==> src/rtl/softmax_avg_argmax.sv <==
// softmax_avg_argmax: averages current and previous softmax vectors, tracks the argmax stage and shifts the history rows.
module softmax_avg_argmax #(
  parameter int NUM_CLASSES = 5,
  parameter int N_AVG = 3,
  parameter int W = 9,
  parameter int ADDR_W = 16,
  parameter int CUR_BASE = 32,
  parameter int AVG_BASE = 0,
  parameter int PREV_BASE = 57334
) (
  input  logic              clk,
  input  logic              rst,
  input  logic              start,
  input  logic              hist_clear,
  output logic [ADDR_W-1:0] mem_addr,
  output logic              mem_rd_en,
  input  logic [W-1:0]      mem_rd_data,
  output logic              mem_wr_en,
  output logic [W-1:0]      mem_wr_data,
  output logic              busy,
  output logic              done,
  output logic [2:0]        sleep_stage
);
  localparam int NW = $clog2(N_AVG + 1);
  localparam int CW = $clog2(NUM_CLASSES);
  localparam logic [CW-1:0] LAST = CW'(NUM_CLASSES - 1);
  typedef enum logic [2:0] {IDLE, AVG_RD, AVG_DRAIN, AVG_WR, RET_RD, RET_WR, DONE_S} state_t;
  state_t state;
  logic [CW-1:0] c, best_idx;
  logic [NW-1:0] k, n, hist_cnt;
  logic ph, acc_v;
  logic signed [W+1:0] sum;
  logic signed [W-1:0] best, avg;
  logic signed [17:0] r;
  logic signed [W+19:0] prod;
  logic [ADDR_W-1:0] ca, rd_addr;
  always_comb begin
    r = (n == NW'(1)) ? 18'sd65536 : (n == NW'(2)) ? 18'sd32768 : 18'sd21846;
    prod = sum * r;
    avg = W'(prod >>> 16);
    ca = ADDR_W'(c);
    rd_addr = (k == '0) ? ADDR_W'(CUR_BASE) + ca
            : ADDR_W'(PREV_BASE) + ADDR_W'(k - 1'b1) * ADDR_W'(NUM_CLASSES) + ca;
    mem_rd_en = (state == AVG_RD) || (state == RET_RD);
    mem_wr_en = (state == AVG_WR) || (state == RET_WR);
    mem_addr = (state == AVG_RD) ? rd_addr
             : (state == RET_RD) ? (ph ? ADDR_W'(CUR_BASE) + ca : ADDR_W'(PREV_BASE) + ca)
             : (state == AVG_WR) ? ADDR_W'(AVG_BASE) + ca
             : (state == RET_WR) ? (ph ? ADDR_W'(PREV_BASE) + ca : ADDR_W'(PREV_BASE) + ADDR_W'(NUM_CLASSES) + ca)
             : '0;
    mem_wr_data = (state == AVG_WR) ? avg : (state == RET_WR) ? mem_rd_data : '0;
  end
  always_ff @(posedge clk or posedge rst) begin
    if (rst) begin
      state <= IDLE;
      c <= '0;
      k <= '0;
      n <= '0;
      hist_cnt <= '0;
      ph <= 1'b0;
      acc_v <= 1'b0;
      sum <= '0;
      best <= '0;
      best_idx <= '0;
      busy <= 1'b0;
      done <= 1'b0;
      sleep_stage <= '0;
    end else begin
      done <= 1'b0;
      acc_v <= (state == AVG_RD);
      if (acc_v) sum <= sum + {{2{mem_rd_data[W-1]}}, mem_rd_data};
      case (state)
        IDLE: begin
          if (hist_clear) hist_cnt <= '0;
          if (start) begin
            state <= AVG_RD;
            busy <= 1'b1;
            c <= '0;
            k <= '0;
            sum <= '0;
            n <= hist_clear ? NW'(1) : hist_cnt + 1'b1;
          end
        end
        AVG_RD: begin
          k <= (k == n - 1'b1) ? '0 : k + 1'b1;
          if (k == n - 1'b1) state <= AVG_DRAIN;
        end
        AVG_DRAIN: state <= AVG_WR;
        AVG_WR: begin
          sum <= '0;
          if (c == '0 || avg > best) begin
            best <= avg;
            best_idx <= c;
          end
          c <= (c == LAST) ? '0 : c + 1'b1;
          ph <= (N_AVG < 3);
          state <= (c == LAST) ? RET_RD : AVG_RD;
        end
        RET_RD: state <= RET_WR;
        RET_WR: begin
          c <= (c == LAST) ? '0 : c + 1'b1;
          if (c == LAST && !ph) ph <= 1'b1;
          state <= (c == LAST && ph) ? DONE_S : RET_RD;
        end
        DONE_S: begin
          done <= 1'b1;
          busy <= 1'b0;
          sleep_stage <= 3'(best_idx);
          hist_cnt <= (hist_cnt == NW'(N_AVG - 1)) ? hist_cnt : hist_cnt + 1'b1;
          state <= IDLE;
        end
        default: state <= IDLE;
      endcase
    end
  end
endmodule

==> config.mk <==
export PLATFORM = sky130hd
export DESIGN_NAME = softmax_avg_argmax
export DESIGN_NICKNAME = d
export VERILOG_FILES = /design/src/rtl/softmax_avg_argmax.sv
export SDC_FILE = /design/constraint.sdc
export NUM_CORES = 1
export LEC_CHECK = 0
export ABC_CLOCK_PERIOD_IN_PS = 7200
export CAP_MARGIN = 20
export CORE_MARGIN = 2
export CORE_UTILIZATION = 45
export CTS_BUF_LIST = sky130_fd_sc_hd__clkbuf_16
export CTS_CLUSTER_SIZE = 24
export DETAILED_ROUTE_END_ITERATION = 10
export HOLD_SLACK_MARGIN = 0.15
export PLACE_DENSITY = 0.75
export SYNTH_ARGS = -nofsm -noshare
export SYNTH_HDL_FRONTEND = slang
export SYNTH_SLANG_ARGS = --single-unit
==> constraint.sdc <==
create_clock -name clk -period 7.2 [get_ports clk]
set_clock_uncertainty 0.2 [all_clocks]
set_input_delay 1.44 -clock clk [delete_from_list [all_inputs] [get_ports clk]]
set_output_delay 1.44 -clock clk [all_outputs]
set_load 0.02 [all_outputs]
==> impl_metrics.yaml, run 1 <==
min_path:
  hold_start: "best_idx[1]$_DFFE_PP0P_"
  hp-class: "register to register"
clocking:
  cts_hold_buf: 0
  clockRootBuffer: "clkbuf_16"
  cts_buffer_depth: 2
  clk_latency_ns: 0.29
  clock_sinks: 42
  cts_tree: "built"
  htree_levels: 2
  clk_pin_slew_ns: 0.06
  cts_buffers: 5
timing:
  rsz0062_at_grt: "true"
  min_period_ns: 7.15
  relSlewSlack_pct: 55.6
  finalWorstSetupSlack_ns: 0.0505
  worst_pin_slew_ns: 0.660
  setup_violations: 0
  max_freq_mhz: 140
  fin_crit_sh_pct: 99.3
  whs_ns: 0.267
  slew_viol_final: 0
  hold_viol_final: 0
grt:
  grt_pass1_wl_um: 26400
  grtUsageTotal_pct: 22.4
  grt_overflow: 0
  grt_pass1_vias: 5500
  grt_max_degree: 43
  grt_antenna_before_repair: 0
synth:
  ys.flop_type: "dfrtp_1"
  yosysUniqueCellTypes: 67
  synth_edf_count: 0
  yosys.area.top_type: "ha_1"
  yosysSeqAreaShare_pct: 16.6
  ys_top_cells_by_count: "inv_1 (121), ha_1 (106), nand2_1 (61)"
  ys_top_cells_by_area: "ha_1 (21%), fa_1 (19%), dfrtp_1 (17%)"
  synthCells: 704
  async_flop_share_pct: 100
  synth-seq-cells: 42
  synth.avg_cell_area_um2: 9.01
  synth_top_area_share_pct: 20.9
  synth_warnings: 0
  synth_area_um2: 6340
  synth.most_common_cell: "inv_1"
floorplan:
  die_w_um: 123
  fp.dieH_um: 123
  ioPinCount: 45
  coreArea_um2: 13800
  rows: 43
  die_area_um2: 15100
  start_util_pct: 45.9
layout:
  nFillCells: 1188
  synthToLayoutAreaGrowth_pct: 27.3
  n_antenna_cell: 0
  drive_gt1_share_pct: 23.4
  finalNetCount: 1002
  fin_area_um2: 8080
  multi_input_area_um2: 5130
  seqCellArea_um2: 1050
placement:
  pre_cts_ws_ns: -0.540
  place.gp.congestion: 0.925
  io_buffers: 44
  placed_area_um2: 7520
  dp_hpwl_um: 13000
route:
  drcViolationCount: 0
  vias: 5268
  totalWireLength_um: 16100
  antenna_left: 0
  wl_per_cell_um: 16.1
  dr.pass1.iters: 4
  viasPerCell: 5.25
  drt_iter0_markers: 247
setup_path:
  r2r_start: "n[1]$_DFFE_PP0P_"
  crit_type: "register to primary output"
  regToRegSetupSlack_ns: 0.49
  arrival_ns: 5.51
  startpoint_type: "register"
  worstPathMaxFanout: 6
  critPathRequiredTime_ns: 5.56
  startpoint: "n[1]$_DFFE_PP0P_"
  end_kind: "primary output"
outcome:
  status: "complete, no violations"
job:
  cap_violations: 0
power:
  p_leak_nw: 4.09
  p_per_area_nw_per_um2: 79.8
  worst_ir_drop_vdd_uv: 104
[final cells by class]
cell class | instances | share of cell area, %
clock inverters | 3 | 0.201
inverters | 121 | 5.65
repair buffers | 129 | 13.3
flip-flops and latches | 42 | 13.0
clock buffers | 5 | 1.55
multi-input cells | 524 | 63.5
well taps | 180 | 2.79
[registers in the layout, summed over array words and instances (netlist names)]
register / count
k: 2
sleep_stage: 3
state: 3
acc_v: 1
best_idx: 3
done: 1
n: 2
ph: 1
sum: 11
c: 3
best: 9
hist_cnt: 2
busy: 1
[routing by layer]
| metal | vias to the layer above | global-route usage, % | part of all wire (%) |
|---|---|---|---|
| li1 | 2577 | - | - |
| met2 | 112 | 40.2 | 51 |
| met3 | 30 | 3.72 | 4.7 |
| met5 | - | 0 | 0 |
| met1 | 2549 | 26.6 | 41 |
| met4 | 0 | 8.55 | 3.5 |
[metrics by stage]
step           util [%]  cells  setup TNS (ns)  total power, mW
6_report           58.4   1004               0            0.644
5_1_grt            58.4   1004          -0.561            0.678
4_1_cts            57.7   1003               0            0.648
3_5_place_dp       54.4    988           -3.83            0.425
3_3_place_gp       54.4    988           -2.72            0.418
2_1_floorplan         -    706               0            0.385
[where the power goes]
| part | switching, mW | internal [mW] |
|---|---|---|
| logic | 0.0672 | 0.0728 |
| registers | 0.0164 | 0.269 |
| clock network | 0.0918 | 0.127 |
| total | 0.176 | 0.469 |
[layout by cell type (no fill, tap or decap), drive strengths merged, types with 4 or more instances in the layout]
cell type and n:
buf 91, nand2 61, nor3 9, conb 4, a211oi 4, nor2b 5
and3 4, mux2i 9, a21oi 33, xnor2 19, and2 22, nand3 5
nor2 39, ha 106, nand2b 11, a21o 8, nand4 5, o21bai 5
inv 120, clkdlybuf4s50 35, dfrtp 42, xor2 8, clkbuf 6, fa 60
a22o 8, o21ai 36, mux2 13
[timing repair]
action	in CTS	in global routing
buffers inserted	7	1
gates cloned	1	0
resized for setup	89	36
pin swaps	45	16
endpoints found under the setup margin	9	9
[cells by family after synthesis]
kind of cell | share of synthesized area (%)
AOI/OAI and AO/OA | 13.8
xor gates and xnor gates | 3.73
adders and majority gates | 39.8
buffers and inverters | 8.62
DFF | 16.6
muxes | 3.85
other | 0.118
and+or+nand+nor | 13.5
[critical path: stages (launching register included)]
cell,delay (ns)
dfrtp_1,0.41
ha_4,0.30
buf_6,0.12
and2b_1,0.20
or2_4,0.29
fa_1,0.50
inv_2,0.04
fa_1,0.58
fa_1,0.45
fa_1,0.51
inv_2,0.05
ha_4,0.24
and4_4,0.16
a2111oi_4,0.36
a21o_2,0.23
nand2_2,0.07
a21oi_2,0.16
a22o_1,0.20
dlygate4sd2_1,0.34
[path summary, 6_finish.rpt]
| kind | end | depth (start not counted) |
|---|---|---|
| max | mem_wr_data[3] | 18 |
| min | sleep_stage[1]$_DFFE_PP0P_ | 2 |
| max reg2reg | best[5]$_DFFE_PP0P_ | 26 |
| min reg2reg | sleep_stage[1]$_DFFE_PP0P_ | 2 |
| max in group asynchronous | busy$_DFFE_PP0P_ | 3 |
| min in group asynchronous | done$_DFF_PP0_ | 3 |
No activity file was read; power rests on OpenSTA's default activity.
==> inputs of run 2 (changes only) <==
--- a/config.mk
+++ b/config.mk
@@ -6,11 +6,9 @@
 export NUM_CORES = 1
 export LEC_CHECK = 0
 export ABC_CLOCK_PERIOD_IN_PS = 7200
-export CAP_MARGIN = 20
 export CORE_MARGIN = 2
 export CORE_UTILIZATION = 45
-export CTS_BUF_LIST = sky130_fd_sc_hd__clkbuf_16
-export CTS_CLUSTER_SIZE = 24
+export CTS_CLUSTER_SIZE = 40
 export DETAILED_ROUTE_END_ITERATION = 10
 export HOLD_SLACK_MARGIN = 0.15
 export PLACE_DENSITY = 0.75
==> run 2 against run 1 <==
Effect of this change: global-route usage grew 0.097 points; critical path depth is the same; utilization grew 0.072 points; via count is essentially flat; sequential power is essentially flat; wire length grew 0.52%; first-iteration DRC count grew 1.2%; clock power grew 5%; critical path type unchanged.
==> impl_metrics.yaml, run 2 (synthesized netlist as in run 1, its figures left out) <==
timing:
  min_period_ns: 7.14
  hold_viol_final: 0
  worst_pin_slew_ns: 0.672
  rsz0062_at_grt: "true"
  slew_viol_final: 0
  max_freq_mhz: 140
  setup_tns_ns: 0
  setup_violations: 0
  relSlewSlack_pct: 54.7
  fin_crit_sh_pct: 99.2
power:
  p_per_area_nw_per_um2: 81.0
  p_leak_nw: 4.10
  finalPower_mw: 0.655
  worst_ir_drop_vdd_uv: 103
layout:
  largestRegisters: "sum: 11 flops, best: 9 flops"
  nFillCells: 1183
  mostFrequentLayoutCell: "inv_1"
  fin_area_um2: 8090
  final_cell_mix: "inv_1 (105), ha_1 (91), buf_4 (83)"
  multi_input_area_um2: 5130
  regMostFlops: "sum"
  n_antenna_cell: 0
  largest_reg_flops: 11
  finalNetCount: 1002
  seqCellArea_um2: 1050
  synthToLayoutAreaGrowth_pct: 27.5
  drive_gt1_share_pct: 23.5
clocking:
  clk_latency_ns: 0.28
  clk_pin_slew_ns: 0.06
  cts_buffer_depth: 2
  htree_levels: 2
  cts_tree: "built"
  cts_buffers: 5
  clockRootBuffer: "clkbuf_16"
  clock_sinks: 42
setup_path:
  crit_buf_inv: 4
  startpoint_type: "register"
  end_kind: "primary output"
  crit_type: "register to primary output"
  path_cells: "ha_4 > buf_6 > and2b_1 > or2_4 > fa_1 > inv_2 > fa_1 > fa_1 > fa_1 > inv_2 > ha_4 > and4_4 > a2111oi_4 > a21o_2 > nand2_2 > a21oi_2 > a22o_1 > dlygate4sd2_1"
  critPathRequiredTime_ns: 5.56
  startpoint: "n[1]$_DFFE_PP0P_"
  r2r_start: "n[1]$_DFFE_PP0P_"
  cp_slowest_stage_delay_ns: 0.58
  cp_top_family: "adder cells"
  worstPathMaxFanout: 6
  arrival_ns: 5.50
  path_common_cell: "fa_1"
  crit_slowest_cell: "fa_1"
floorplan:
  fp.dieH_um: 123
  ioPinCount: 45
  rows: 43
  die_w_um: 123
  coreArea_um2: 13800
  start_util_pct: 45.9
  die_area_um2: 15100
route:
  wl_per_cell_um: 16.1
  dr.pass1.iters: 4
  antenna_left: 0
  viasPerCell: 5.25
  drt_iter0_markers: 250
  totalWireLength_um: 16200
  vias: 5269
  drcViolationCount: 0
job:
  cap_violations: 0
grt:
  grt_max_degree: 43
  grt_antenna_before_repair: 0
  grt_pass1_wl_um: 26500
  grt_pass1_vias: 5512
  grtUsageTotal_pct: 22.5
  grt_overflow: 0
placement:
  dp_hpwl_um: 13000
  placed_area_um2: 7520
  place.gp.congestion: 0.925
  io_buffers: 44
min_path:
  hp-class: "register to register"
  hold_start: "best_idx[1]$_DFFE_PP0P_"
outcome:
  status: "complete, no violations"
[run 2: through the flow]
stage                     setup slack [ns]  instances  hold WS [ns]  utilization [%]
after global placement              -0.395        988         0.252             54.4
after detailed placement            -0.540        988         0.262             54.4
final                               0.0559       1004         0.268             58.5
after floorplan                     0.0214        706         0.235                -
after CTS                          0.00400       1003         0.277             57.8
after global routing                -0.102       1004         0.298             58.5
[run 2: final cells by class]
| class | count | share of cell area (%) |
|---|---|---|
| sequential | 42 | 13.0 |
| inverter | 121 | 5.65 |
| clock inverter | 2 | 0.155 |
| multi-input combinational | 524 | 63.4 |
| timing repair buffer | 129 | 13.3 |
| tap | 180 | 2.79 |
| clock buffer | 6 | 1.72 |
[run 2: worst min-delay path: cells and delay by family (launching register included)]
family	cells	cell delay, ns
simple gates	2	0.10
flops	1	0.34
[run 2: path summary, 6_finish.rpt]
kind / end / slack (ns) / cells after the start
worst max register to register: best[5]$_DFFE_PP0P_ / 0.49 / 26
worst min register to register: sleep_stage[1]$_DFFE_PP0P_ / 0.27 / 2
min in group asynchronous: done$_DFF_PP0_ / 1.38 / 3
worst max-delay path: mem_wr_data[3] / 0.06 / 18
max in group asynchronous: busy$_DFFE_PP0P_ / 5.03 / 3
worst min-delay path: sleep_stage[1]$_DFFE_PP0P_ / 0.27 / 2
[run 2: power breakdown]
part	total [mW]	internal, mW	switching, mW
combinational	0.140	0.0728	0.0673
clock	0.229	0.137	0.0920
sequential	0.286	0.269	0.0164
total	0.655	0.480	0.176
[run 2: per-layer routing]
layer | GRT usage (%) | wire length [um] | up-vias
li1 | - | - | 2577
met1 | 26.6 | 6570 | 2562
met2 | 40.5 | 8270 | 98
met3 | 3.72 | 789 | 32
met4 | 8.62 | 577 | 0
met5 | 0 | 0 | -
[run 2: repair_timing]
item                                    in CTS  in global routing
buffers inserted                             7                  1
endpoints found under the setup margin       9                  9
pin swaps                                   45                 16
resized for setup                           89                 36
cloned                                       1                  0
hold buffers                                 0                  0
==> inputs of run 3 (changes only) <==
--- a/config.mk
+++ b/config.mk
@@ -5,12 +5,10 @@
 export SDC_FILE = /design/constraint.sdc
 export NUM_CORES = 1
 export LEC_CHECK = 0
-export ABC_CLOCK_PERIOD_IN_PS = 7200
 export CORE_MARGIN = 2
 export CORE_UTILIZATION = 45
 export CTS_CLUSTER_SIZE = 40
 export DETAILED_ROUTE_END_ITERATION = 10
-export HOLD_SLACK_MARGIN = 0.15
 export PLACE_DENSITY = 0.75
 export SYNTH_ARGS = -nofsm -noshare
 export SYNTH_HDL_FRONTEND = slang
==> results of run 3 <==
Final layout, timing and power as in run 2 (identical DEF).
